`src/rtl/logic_axi4_stream_packet_buffer_counter_pkg.sv`:
```
// Shared types and arithmetic for the packet buffer occupancy counter.
// Optional macro LOGIC_AXI4_STREAM_PACKET_BUFFER_COUNTER_ERROR_EN turns on
// saturating counters with a sticky error flag. Without it, the counters wrap.
package logic_axi4_stream_packet_buffer_counter_pkg;

    typedef enum logic {
        FSM_ACTIVE = 1'b0,
        FSM_CLEAR  = 1'b1
    } fsm_t;

`ifdef LOGIC_AXI4_STREAM_PACKET_BUFFER_COUNTER_ERROR_EN
    localparam bit SAT_EN = 1'b1;
`else
    localparam bit SAT_EN = 1'b0;
`endif

    // One counting step. Simultaneous inc and dec cancel out. With saturation,
    // a lone inc at max or a lone dec at zero is dropped. Without saturation,
    // the caller truncates to its width, so the result wraps.
    function automatic logic [31:0] next_count(
        input logic [31:0] cur,
        input logic        inc,
        input logic        dec,
        input logic [31:0] max
    );
        logic [31:0] res;
        res = cur;
        if (inc && !dec) begin
            if (!(SAT_EN && (cur == max))) begin
                res = cur + 32'd1;
            end
        end else if (dec && !inc) begin
            if (!(SAT_EN && (cur == 32'd0))) begin
                res = cur - 32'd1;
            end
        end
        return res;
    endfunction

endpackage

```
`src/rtl/logic_axi4_stream_if.sv`:
```
// Minimal AXI4-Stream bundle: a monitor view for snooping handshakes
// and a transmit view for always-valid status words.
interface logic_axi4_stream_if #(
    parameter int DATA_WIDTH = 9
);
    logic                  tvalid;
    logic                  tready;
    logic                  tlast;
    logic [DATA_WIDTH-1:0] tdata;

    modport monitor (input tvalid, input tready, input tlast);
    modport tx      (output tvalid, output tdata, output tlast, input tready);
endinterface

```
`src/rtl/logic_axi4_stream_packet_buffer_counter_updown.sv`:
```
// Up/down counter with synchronous zeroing and, when
// LOGIC_AXI4_STREAM_PACKET_BUFFER_COUNTER_ERROR_EN is defined, saturation
// plus a sticky error flag for dropped events.
module logic_axi4_stream_packet_buffer_counter_updown
    import logic_axi4_stream_packet_buffer_counter_pkg::*;
#(
    parameter int WIDTH = 9,
    parameter int MAX   = 256
) (
    input  logic             aclk,
    input  logic             areset_n,
    input  logic             i_zero,
    input  logic             i_err_clr,
    input  logic             i_inc,
    input  logic             i_dec,
    output logic [WIDTH-1:0] o_count,
    output logic             o_error
);
    localparam logic [WIDTH-1:0] MAX_COUNT = WIDTH'(MAX);

    logic [WIDTH-1:0] r_count;
    logic [WIDTH-1:0] w_count_next;

    assign w_count_next = WIDTH'(next_count(32'(r_count), i_inc, i_dec, 32'(MAX_COUNT)));

    // Count register: zeroing has priority over counting.
    always_ff @(posedge aclk or negedge areset_n) begin
        if (!areset_n) begin
            r_count <= '0;
        end else if (i_zero) begin
            r_count <= '0;
        end else begin
            r_count <= w_count_next;
        end
    end

    assign o_count = r_count;

`ifdef LOGIC_AXI4_STREAM_PACKET_BUFFER_COUNTER_ERROR_EN
    logic r_error;
    logic w_ignored;

    assign w_ignored = (i_inc && !i_dec && (r_count == MAX_COUNT)) ||
                       (i_dec && !i_inc && (r_count == '0));

    // Sticky error: set by any dropped event, cleared on completed clear.
    always_ff @(posedge aclk or negedge areset_n) begin
        if (!areset_n) begin
            r_error <= 1'b0;
        end else if (i_err_clr) begin
            r_error <= 1'b0;
        end else if (!i_zero && w_ignored) begin
            r_error <= 1'b1;
        end
    end

    assign o_error = r_error;
`else
    logic w_unused_err;
    assign w_unused_err = i_err_clr;
    assign o_error      = 1'b0;
`endif

endmodule

```
`src/rtl/logic_axi4_stream_packet_buffer_counter.sv`:
```
// Occupancy controller for the packet buffer queue: counts beats and
// tlast beats held in the queue by snooping both sides' handshakes, and
// publishes both counts as always-valid stream words.
// Optional macro LOGIC_AXI4_STREAM_PACKET_BUFFER_COUNTER_ERROR_EN enables
// saturation and the sticky error output; otherwise error is tied low.
module logic_axi4_stream_packet_buffer_counter
    import logic_axi4_stream_packet_buffer_counter_pkg::*;
#(
    parameter int CAPACITY       = 256,
    parameter int CAPACITY_WIDTH = (CAPACITY >= 2) ? $clog2(CAPACITY) : 1
) (
    input  logic                      aclk,
    input  logic                      areset_n,
    logic_axi4_stream_if.monitor      wr_mon,
    logic_axi4_stream_if.monitor      rd_mon,
    logic_axi4_stream_if.tx           packets,
    logic_axi4_stream_if.tx           transfers,
    input  logic                      clear,
    output logic                      clear_ack,
    output logic                      error
);
    localparam int CW = CAPACITY_WIDTH + 1;

    fsm_t          r_state;
    fsm_t          w_state_next;
    logic          r_clear_ack;
    logic          w_clear_ack_next;
    logic          r_valid;
    logic          w_zero;
    logic          w_err_clr;
    logic          w_wr;
    logic          w_rd;
    logic          w_wr_last;
    logic          w_rd_last;
    logic [CW-1:0] w_transfers;
    logic [CW-1:0] w_packets;
    logic          w_err_transfers;
    logic          w_err_packets;
    logic          w_unused_tready;

    assign w_wr      = wr_mon.tvalid && wr_mon.tready;
    assign w_rd      = rd_mon.tvalid && rd_mon.tready;
    assign w_wr_last = w_wr && wr_mon.tlast;
    assign w_rd_last = w_rd && rd_mon.tlast;

    // Clear sequencing. Counters read zero from the cycle after clear is seen
    // and stay zero until both monitored sides go idle.
    always_comb begin
        w_state_next     = r_state;
        w_clear_ack_next = 1'b0;
        w_zero           = 1'b0;
        w_err_clr        = 1'b0;
        case (r_state)
            FSM_ACTIVE: begin
                if (clear) begin
                    w_state_next = FSM_CLEAR;
                    w_zero       = 1'b1;
                end
            end
            FSM_CLEAR: begin
                w_zero = 1'b1;
                if (!wr_mon.tvalid && !rd_mon.tvalid) begin
                    w_state_next     = FSM_ACTIVE;
                    w_clear_ack_next = 1'b1;
                    w_err_clr        = 1'b1;
                end
            end
            default: begin
                w_state_next = FSM_ACTIVE;
            end
        endcase
    end

    // State, acknowledge pulse and output-valid registers.
    always_ff @(posedge aclk or negedge areset_n) begin
        if (!areset_n) begin
            r_state     <= FSM_ACTIVE;
            r_clear_ack <= 1'b0;
            r_valid     <= 1'b0;
        end else begin
            r_state     <= w_state_next;
            r_clear_ack <= w_clear_ack_next;
            r_valid     <= 1'b1;
        end
    end

    logic_axi4_stream_packet_buffer_counter_updown #(
        .WIDTH (CW),
        .MAX   (CAPACITY)
    ) u_transfers (
        .aclk      (aclk),
        .areset_n  (areset_n),
        .i_zero    (w_zero),
        .i_err_clr (w_err_clr),
        .i_inc     (w_wr),
        .i_dec     (w_rd),
        .o_count   (w_transfers),
        .o_error   (w_err_transfers)
    );

    logic_axi4_stream_packet_buffer_counter_updown #(
        .WIDTH (CW),
        .MAX   (CAPACITY)
    ) u_packets (
        .aclk      (aclk),
        .areset_n  (areset_n),
        .i_zero    (w_zero),
        .i_err_clr (w_err_clr),
        .i_inc     (w_wr_last),
        .i_dec     (w_rd_last),
        .o_count   (w_packets),
        .o_error   (w_err_packets)
    );

    // Status words are always-valid; the consumer's tready has no effect.
    assign transfers.tvalid = r_valid;
    assign transfers.tdata  = w_transfers;
    assign transfers.tlast  = 1'b1;
    assign packets.tvalid   = r_valid;
    assign packets.tdata    = w_packets;
    assign packets.tlast    = 1'b1;
    assign w_unused_tready  = transfers.tready ^ packets.tready;

    assign clear_ack = r_clear_ack;
    assign error     = w_err_transfers | w_err_packets;

endmodule

```
`src/flat_wrapper.sv`:
```
// flat-port wrapper written by rule: the top's interface ports become plain ports
module logic_axi4_stream_packet_buffer_counter_flat import logic_axi4_stream_packet_buffer_counter_pkg::*;
#(
    parameter int CAPACITY       = 256,
    parameter int CAPACITY_WIDTH = (CAPACITY >= 2) ? $clog2(CAPACITY) : 1
)
  (aclk, areset_n, clear, clear_ack, error, wr_mon_tvalid, wr_mon_tready, wr_mon_tlast, rd_mon_tvalid, rd_mon_tready, rd_mon_tlast, packets_tvalid, packets_tdata, packets_tlast, packets_tready, transfers_tvalid, transfers_tdata, transfers_tlast, transfers_tready);
  logic_axi4_stream_if #(.DATA_WIDTH(9)) wr_mon_i ();
  logic_axi4_stream_if #(.DATA_WIDTH(9)) rd_mon_i ();
  logic_axi4_stream_if #(.DATA_WIDTH(9)) packets_i ();
  logic_axi4_stream_if #(.DATA_WIDTH(9)) transfers_i ();
  input  logic aclk;
  input  logic areset_n;
  input  logic clear;
  output logic clear_ack;
  output logic error;
  input wire logic [$bits(wr_mon_i.tvalid)-1:0] wr_mon_tvalid;
  input wire logic [$bits(wr_mon_i.tready)-1:0] wr_mon_tready;
  input wire logic [$bits(wr_mon_i.tlast)-1:0] wr_mon_tlast;
  input wire logic [$bits(rd_mon_i.tvalid)-1:0] rd_mon_tvalid;
  input wire logic [$bits(rd_mon_i.tready)-1:0] rd_mon_tready;
  input wire logic [$bits(rd_mon_i.tlast)-1:0] rd_mon_tlast;
  output wire logic [$bits(packets_i.tvalid)-1:0] packets_tvalid;
  output wire logic [$bits(packets_i.tdata)-1:0] packets_tdata;
  output wire logic [$bits(packets_i.tlast)-1:0] packets_tlast;
  input wire logic [$bits(packets_i.tready)-1:0] packets_tready;
  output wire logic [$bits(transfers_i.tvalid)-1:0] transfers_tvalid;
  output wire logic [$bits(transfers_i.tdata)-1:0] transfers_tdata;
  output wire logic [$bits(transfers_i.tlast)-1:0] transfers_tlast;
  input wire logic [$bits(transfers_i.tready)-1:0] transfers_tready;
  assign wr_mon_i.tvalid = wr_mon_tvalid;
  assign wr_mon_i.tready = wr_mon_tready;
  assign wr_mon_i.tlast = wr_mon_tlast;
  assign rd_mon_i.tvalid = rd_mon_tvalid;
  assign rd_mon_i.tready = rd_mon_tready;
  assign rd_mon_i.tlast = rd_mon_tlast;
  assign packets_tvalid = packets_i.tvalid;
  assign packets_tdata = packets_i.tdata;
  assign packets_tlast = packets_i.tlast;
  assign packets_i.tready = packets_tready;
  assign transfers_tvalid = transfers_i.tvalid;
  assign transfers_tdata = transfers_i.tdata;
  assign transfers_tlast = transfers_i.tlast;
  assign transfers_i.tready = transfers_tready;
  logic_axi4_stream_packet_buffer_counter #(.CAPACITY(CAPACITY), .CAPACITY_WIDTH(CAPACITY_WIDTH)) u_core (.aclk(aclk), .areset_n(areset_n), .wr_mon(wr_mon_i), .rd_mon(rd_mon_i), .packets(packets_i), .transfers(transfers_i), .clear(clear), .clear_ack(clear_ack), .error(error));
endmodule
```
`config.mk`:
```
export PLATFORM = sky130hd
export DESIGN_NAME = logic_axi4_stream_packet_buffer_counter_flat
export DESIGN_NICKNAME = d
export VERILOG_FILES = /design/src/rtl/logic_axi4_stream_packet_buffer_counter_pkg.sv /design/src/rtl/logic_axi4_stream_if.sv /design/src/rtl/logic_axi4_stream_packet_buffer_counter_updown.sv /design/src/rtl/logic_axi4_stream_packet_buffer_counter.sv /design/src/flat_wrapper.sv
export SDC_FILE = /design/constraint.sdc
export NUM_CORES = 1
export LEC_CHECK = 0
export CAP_MARGIN = 20
export CORE_MARGIN = 8
export CORE_UTILIZATION = 52
export CTS_CLUSTER_SIZE = 24
export DETAILED_ROUTE_END_ITERATION = 7
export GPL_TIMING_DRIVEN = 0
export PLACE_DENSITY = 0.8
export SYNTH_ARGS = -nofsm -noshare
export SYNTH_HDL_FRONTEND = slang
export SYNTH_HIERARCHICAL = 1
export SYNTH_SLANG_ARGS = --single-unit
```
`constraint.sdc`:
```
create_clock -name aclk -period 2.45 [get_ports aclk]
set_clock_uncertainty 0.1 [all_clocks]
set_input_delay 0.49 -clock aclk [delete_from_list [all_inputs] [get_ports aclk]]
set_output_delay 0.49 -clock aclk [all_outputs]
set_load 0.01 [all_outputs]
```
==> results.md, run 1 <==
- Share of synthesized registers carrying an async set or reset: 100%
- Pwr Density: roughly 450 nW/um2
- Max clock buf depth: 2
- Finish-stage setup viols: 0
- Worst-margin pin slew: 0.600 ns
- Row count: 21
- Via count: about 1600
- Reg clk slew, reported paths: 0.13 ns
- Fillers: between 200 and 300
- Setup crit end: u_core/u_transfers/o_count[8]
- H-tree levels: 1
- Period utilisation layout: between 90% and 100%
- Initial drt markers: a little over 100
- Area grow syn2layout: 39.5%
- Synth top area cells: dfrtp_1 (30%), ha_1 (11%), nand2_1 (3.8%), nand3_1 (3.4%), a21oi_1 (2.8%)
- Hold Path Class: input port to async pin
- Layout cells sized above 1: roughly 30%
- Status: completed
- CP required: about 2.5 ns
- Post-Route Utilization: between 70% and 80%
- Crit-path max FO: 3
- Post-placement setup slack: -0.801 ns
- R2r setup slk: 0.44 ns
- Fin. Hold Viols: 0
- WL final: roughly 4500 um
- Number of remaining DRC errors: 0
- Non-filler cells, final: 288
- Total CTS buffers: 3
- Worst skew pair latency: slightly above 0.3 ns
- Die H: around 74 um
- Remaining global-route overflow: 0
- Reg2reg start: u_core/u_transfers/o_count[0]
- Core Area: about 3300 um2
- Avg WL per Cell: approximately 16 um
- Max Clock Freq: roughly 420 MHz
- Layout Nets: about 270
- Synth top cells by count: dfrtp_1 (21), nand2_1 (18), ha_1 (16)
- First-pass GRT wire length: 7380 um
- Critical R2R Capture: u_core/u_transfers/o_count[8]
- LEAKAGE: roughly 1.1 nW
- Placer Congestion: slightly above 0.9
- Routed vias/inst: approximately 5.6
- Placed cells: roughly 270
- Seq/Total Area, Yosys: a little under 30%
- Post-synthesis register bit count: 21
- Initial antenna violation count: 0
- Post-DP HPWL: approximately 3000 um
- Final setup margin: roughly 0.094 ns
- Fin crit period: between 2 and 2.5 ns
- Cells on worst reg2reg path: 7
- Die area: between 5000 and 6000 um2
- Slew HR: between 50% and 60%
- CTS Hold Bufs: 0
- TritonRoute pass-1 iters: 4
- Arr. time, crit path: about 2.4 ns
- RSZ-0062 raised after global routing: false
- Worst setup SP type: input port
- Top_reg_cell synth: dfrtp_1
- Starting Density: between 50% and 60%
- Max-slew violation count: 0
- Largest net degree at the start of global routing: 22
- TritonCTS clock tree: done
- Final setup TNS: 0 ns
- Distinct cell type count after synthesis: 44
- IO Pins: 35
- Post-synthesis cell area: between 1500 and 2000 um2
- Crit path cell chain: dlygate4sd2_1 > and2_4 > nor2b_4 > buf_4 > fa_2 > nand2b_4 > a211oi_2 > mux2i_1 > o21a_1 > nor3_2
- Top-count cell post-synth: dfrtp_1
- Max_cap viols: 0
- Critical path capture point type: flip-flop
- Width of the die: ~74 um
- Largest incremental delay on the critical path: about 0.35 ns
- Yosys synthesis warning count: 6
- Syn Inst Count: a little under 200
- VDD IR max: roughly 0.26 mV
- Vias in the first global route: about 1600
- Synth area leader: dfrtp_1
- Root Buffer Master: clkbuf_4
- CTS sink cnt: 21
- Routed Antenna Nets: 0
- I/O Buffers: 29
- Setup CP Type: input port to flip-flop
- Worst setup path start: wr_mon_tvalid
- Gr usage total: 17.3%
- Synthesized area per cell: approximately 9.0 um2
- Post-synth EDFFs: 0
- Slowest CP cell: fa_2
- Top cell type's share of synthesized area: 29.8%
- Antenna cells: 0
[stage by stage]
step,total power [mW],cell area (um2),hold WS [ns]
after floorplan,0.691,1770,0.0944
after global placement,0.811,2120,0.395
after detailed placement,0.823,2120,0.402
after CTS,1.09,2420,0.428
after global routing,1.19,2460,0.422
final,1.11,2460,0.419
[kinds of logic (layout without fill, tap and decap cells)]
family                   after synthesis  after routing  share of synthesized area, %
XOR/XNOR                               6              6                          3.83
multiplexers                           6              6                          3.54
other                                  3              5                         0.638
AO/OA/AOI/OAI                         40             40                          16.2
AND/OR/NAND/NOR                       82             82                          26.3
adder cells (fa/ha/maj)               18             18                          13.6
buffers and inverters                 20             64                          6.17
flip-flops                            21             21                          29.8
[worst min path at each step]
stage | end | slack [ns] | depth (start not counted)
detailed placement | u_core/u_packets/o_count[4] | 0.40 | 1
global placement | u_core/r_state | 0.40 | 2
floorplan | u_core/clear_ack | 0.09 | 0
CTS | u_core/clear_ack | 0.43 | 2
finish | u_core/u_packets/o_count[6] | 0.42 | 1
global route | u_core/clear_ack | 0.42 | 2
[cell type report]
type                            instances  area (um2)  share of cell area [%]
Timing Repair Buffer                   40         380                    15.4
Buffer                                  9        67.6                    2.74
Tap cell                               46        57.6                    2.34
Inverter                               11        48.8                    1.98
Multi-Input combinational cell        157        1360                    55.0
Sequential cell                        21         526                    21.3
Clock buffer                            3        22.5                   0.915
Clock inverter                          1        5.00                   0.203
[registers in the layout, indices dropped and copies added, names as in the netlist]
signal,cells
u_core/clear_ack,1
u_core/packets.tvalid,1
u_core/r_state,1
u_core/u_packets/o_count,9
u_core/u_transfers/o_count,9
[metal layers]
layer	track usage [%]	wire length [um]	vias up
met5	0	0	-
met4	7.61	63	0
met3	3.10	274	6
met2	28.6	2250	58
met1	21.2	1910	776
li1	-	-	784
[cells in the final DEF, fill, tap and decap left out, types with 3 or more instances in the layout]
master / synthesis / layout
a21oi_1: 10 / 6
a21oi_2: 0 / 3
o21a_1: 4 / 4
clkbuf_4: 0 / 3
nor2_1: 10 / 10
nor3_1: 8 / 8
and2_1: 5 / 4
o31ai_2: 4 / 4
ha_4: 0 / 11
o31ai_1: 4 / 4
buf_6: 2 / 3
nor4_1: 4 / 4
buf_4: 5 / 14
nand3_1: 12 / 12
nand2_1: 18 / 18
mux2i_1: 4 / 4
clkdlybuf4s50_1: 0 / 23
dlygate4sd2_1: 0 / 5
conb_1: 3 / 5
dfrtp_1: 21 / 21
inv_1: 11 / 9
o21ai_0: 6 / 5
ha_1: 16 / 4
[power by group]
| group | internal [mW] | leakage, nW | switching [mW] | total (mW) |
|---|---|---|---|---|
| Combinational | 0.269 | 0.766 | 0.258 | 0.527 |
| Sequential | 0.374 | 0.282 | 0.0325 | 0.406 |
| Clock | 0.0609 | 0.0177 | 0.117 | 0.178 |
[repair_timing]
item / CTS / global route
endpoints found under the hold margin: 0 / 0
endpoints found under the setup margin: 12 / 2
setup buffers: 7 / 3
resized for setup: 45 / 2
pin swaps: 12 / 4
[worst max-delay path, delay by kind of cell]
family / cells / cell delay [ns]
AO/OA/AOI/OAI: 2 / 0.41
adder cells (fa/ha/maj): 1 / 0.35
buffers and inverters: 2 / 0.41
multiplexers: 1 / 0.26
AND/OR/NAND/NOR: 4 / 0.52
No activity file was read; power rests on OpenSTA's default activity.
==> inputs of run 2 (changes only) <==
--- a/config.mk
+++ b/config.mk
@@ -7,11 +7,13 @@
 export LEC_CHECK = 0
 export CAP_MARGIN = 20
 export CORE_MARGIN = 8
-export CORE_UTILIZATION = 52
+export CORE_UTILIZATION = 53
+export CTS_CLUSTER_DIAMETER = 80
 export CTS_CLUSTER_SIZE = 24
 export DETAILED_ROUTE_END_ITERATION = 7
+export DONT_BUFFER_PORTS = 1
 export GPL_TIMING_DRIVEN = 0
-export PLACE_DENSITY = 0.8
+export PLACE_DENSITY = 0.68
 export SYNTH_ARGS = -nofsm -noshare
 export SYNTH_HDL_FRONTEND = slang
 export SYNTH_HIERARCHICAL = 1
==> run 2 against run 1 <==
Compared with the run above:
- non-clock buffer count shrank 38
- cell count shrank 13%
- via count shrank 12%
- first-iteration DRC count grew 2.9%
- fmax grew 1.3%
- critical path depth shrank 1
- worst setup slack gained 0.029 ns
- flip-flop and latch count is the same
- largest cell class unchanged
- highest routed layer unchanged
==> results.md, run 2 (synthesized netlist as in run 1, its figures left out) <==
- CTS sink cnt: 21 (unchanged)
- Max Clock Freq: 430 MHz (was 424 MHz)
- Pwr Density: 497 nW/um2 (was 451 nW/um2)
- Placer Congestion: 0.825 (was 0.919)
- Period utilisation layout: 95.0% (was 96.2%)
- Reg2reg start: u_core/u_transfers/o_count[0] (unchanged)
- Die H: 73.7 um (was 74.3 um)
- Fin. Hold Viols: 0 (unchanged)
- Max clock buf depth: 2 (unchanged)
- Setup CP Type: input port to flip-flop (unchanged)
- Instance count on the critical path: 9 (was 10)
- H-tree levels: 1 (unchanged)
- Met3 Resource Use GR: 4.91% (was 3.10%)
- Status: completed (unchanged)
- Worst path buffer plus inverter count: 1 (was 2)
- Worst-margin pin slew: 0.554 ns (was 0.600 ns)
- Worst skew pair latency: 0.30 ns (was 0.31 ns)
- Largest net degree at the start of global routing: 22 (unchanged)
- Area grow syn2layout: 7.23% (was 39.5%)
- Cells on worst reg2reg path: 7 (unchanged)
- WL final: 3970 um (was 4510 um)
- Routed Antenna Nets: 0 (unchanged)
- VDD IR max: 0.204 mV (was 0.262 mV)
- Initial drt markers: 105 (was 102)
- First-pass GRT wire length: 6780 um (was 7380 um)
- Max_cap viols: 0 (unchanged)
- Total CTS buffers: 3 (unchanged)
- Avg WL per Cell: 15.9 um (was 15.6 um)
- Worst setup SP type: input port (unchanged)
- Most frequent cells in the layout: dfrtp_1 (21), nand2_1 (18), ha_1 (16) (was clkdlybuf4s50_1 (23), dfrtp_1 (21), nand2_1 (18))
- Cell family with the largest share of critical-path delay: compound AO/OA/AOI/OAI gates (was simple AND/OR/NAND/NOR gates)
- Max-slew violation count: 0 (unchanged)
- CP required: 2.60 ns (was 2.54 ns)
- Root Buffer Master: clkbuf_4 (unchanged)
- Met1 usage: 18.9% (was 21.2%)
- Core Area: 3260 um2 (was 3310 um2)
- GRT busiest layer: met2 (unchanged)
- Reg clk slew, reported paths: 0.13 ns (about the same)
- Slowest CP cell: mux2_2 (was fa_2)
- Setup crit end: u_core/u_packets/o_count[7] (was u_core/u_transfers/o_count[8])
- Placed cells: 244 (was 273)
- Layout cells sized above 1: 17.6% (was 29.3%)
- Largest incremental delay on the critical path: 0.38 ns (was 0.35 ns)
- Critical path capture point type: flip-flop (unchanged)
- Gr usage total: 15.7% (was 17.3%)
- Commonest non-fill, non-tap cell in the layout: dfrtp_1 (was clkdlybuf4s50_1)
- Fin crit period: 2.33 ns (was 2.36 ns)
- Finish-stage setup viols: 0 (unchanged)
- LEAKAGE: 0.865 nW (was 1.07 nW)
- Number of remaining DRC errors: 0 (unchanged)
- R2r setup slk: 0.28 ns (was 0.44 ns)
- Routed vias/inst: 5.75 (was 5.64)
- Post-DP HPWL: 3030 um (was 2980 um)
- TritonCTS clock tree: done (unchanged)
- I/O Buffers: 0 (was 29)
- Initial antenna violation count: 0 (unchanged)
- Crit path cell chain: and3_2 > nor2b_4 > inv_2 > ha_1 > a21oi_1 > a21boi_0 > o31ai_1 > mux2_2 > nand2_1 (was dlygate4sd2_1 > and2_4 > nor2b_4 > buf_4 > fa_2 > nand2b_4 > a211oi_2 > mux2i_1 > o21a_1 > nor3_2)
- Critical R2R Capture: u_core/u_transfers/o_count[8] (unchanged)
- Arr. time, crit path: 2.48 ns (was 2.44 ns)
- Width of the die: 73.7 um (was 74.3 um)
- IO Pins: 35 (unchanged)
- HP Start: wr_mon_tvalid
- TritonRoute pass-1 iters: 4 (unchanged)
- Crit-path max FO: 8 (was 3)
- Antenna cells: 0 (unchanged)
- Post-placement setup slack: -0.348 ns (was -0.801 ns)
- GR Util met2: 26.4% (was 28.6%)
- Final setup margin: 0.123 ns (was 0.0936 ns)
- Hold Path Class: input port to flip-flop (was input port to async pin)
- Starting Density: 54.2% (was 53.3%)
- Non-filler cells, final: 250 (was 288)
- RSZ-0062 raised after global routing: false (unchanged)
- Vias in the first global route: 1482 (was 1607)
- Row count: 21 (unchanged)
- Layout Nets: 234 (was 272)
- Die area: 5430 um2 (was 5520 um2)
- Worst setup path start: wr_mon_tlast (was wr_mon_tvalid)
- Remaining global-route overflow: 0 (unchanged)
- Slew HR: 63.1% (was 60.0%)
- Via count: 1437 (was 1624)
[run 2: cell count changes in the layout (fill, tap and decap cells not counted), sizes merged]
| cell | previous run | this run |
|---|---|---|
| clkdlybuf4s50 | 23 | 0 |
| buf | 18 | 8 |
| dlygate4sd2 | 5 | 0 |
| dlygate4sd3 | 0 | 1 |
| dlymetal6s2s | 1 | 0 |
[run 2: cell type report]
class | instances | area (um2)
Timing Repair Buffer | 2 | 25.0
Clock inverter | 1 | 5.00
Fill cell | 306 | 1370
Tap cell | 46 | 57.6
Multi-Input combinational cell | 157 | 1150
Sequential cell | 21 | 526
Buffer | 9 | 67.6
Clock buffer | 3 | 22.5
Inverter | 11 | 41.3
[run 2: timing repair]
action | 4_1_cts | 5_1_grt
hold buffers | 1 | 0
endpoints found under the setup margin | 1 | 4
resized for setup | 1 | 3
buffers inserted | 0 | 0
hold endpoints to repair | 21 | 0
[run 2: worst min-delay path by stage]
| stage | to | slack [ns] | cells past startpoint |
|---|---|---|---|
| finish | u_core/clear_ack | 0.14 | 1 |
| global route | u_core/clear_ack | 0.11 | 1 |
| CTS | u_core/clear_ack | 0.13 | 1 |
| detailed placement | u_core/u_packets/o_count[3] | 0.1 | 0 |
| global placement | u_core/u_packets/o_count[3] | 0.1 | 0 |
| floorplan | u_core/clear_ack | 0.09 | 0 |
[run 2: routing by layer]
metal  up-vias  part of all wire (%)
li1        702                     -
met2        50                    47
met5         -                     0
met1       683                    44
met4         0                  0.35
met3         2                   9.3
[run 2: worst reg2reg max path, delay by kind of cell (launching register included)]
kind	cells	cell delay [ns]
simple gates	2	0.25
fa+ha+maj	1	0.45
flops	1	0.49
mux	1	0.26
buf+inv	1	0.10
compound gates	2	0.41
[run 2: power by group]
| group | switching, mW | total (mW) | internal [mW] |
|---|---|---|---|
| Clock | 0.114 | 0.175 | 0.0608 |
| Sequential | 0.0406 | 0.414 | 0.374 |
| Combinational | 0.204 | 0.352 | 0.148 |
| Total | 0.359 | 0.941 | 0.582 |
[run 2: metrics by stage]
step	total power, mW	cell area (um2)	TNS (ns)	util (%)	hold WS [ns]
2_1_floorplan	0.691	1770	0	-	0.0944
5_1_grt	1.02	1890	0	58.1	0.111
6_report	0.941	1890	0	58.1	0.136
3_5_place_dp	0.757	1830	-1.62	56.2	0.0951
3_3_place_gp	0.740	1830	-1.18	56.2	0.0950
4_1_cts	0.945	1870	0	57.3	0.126
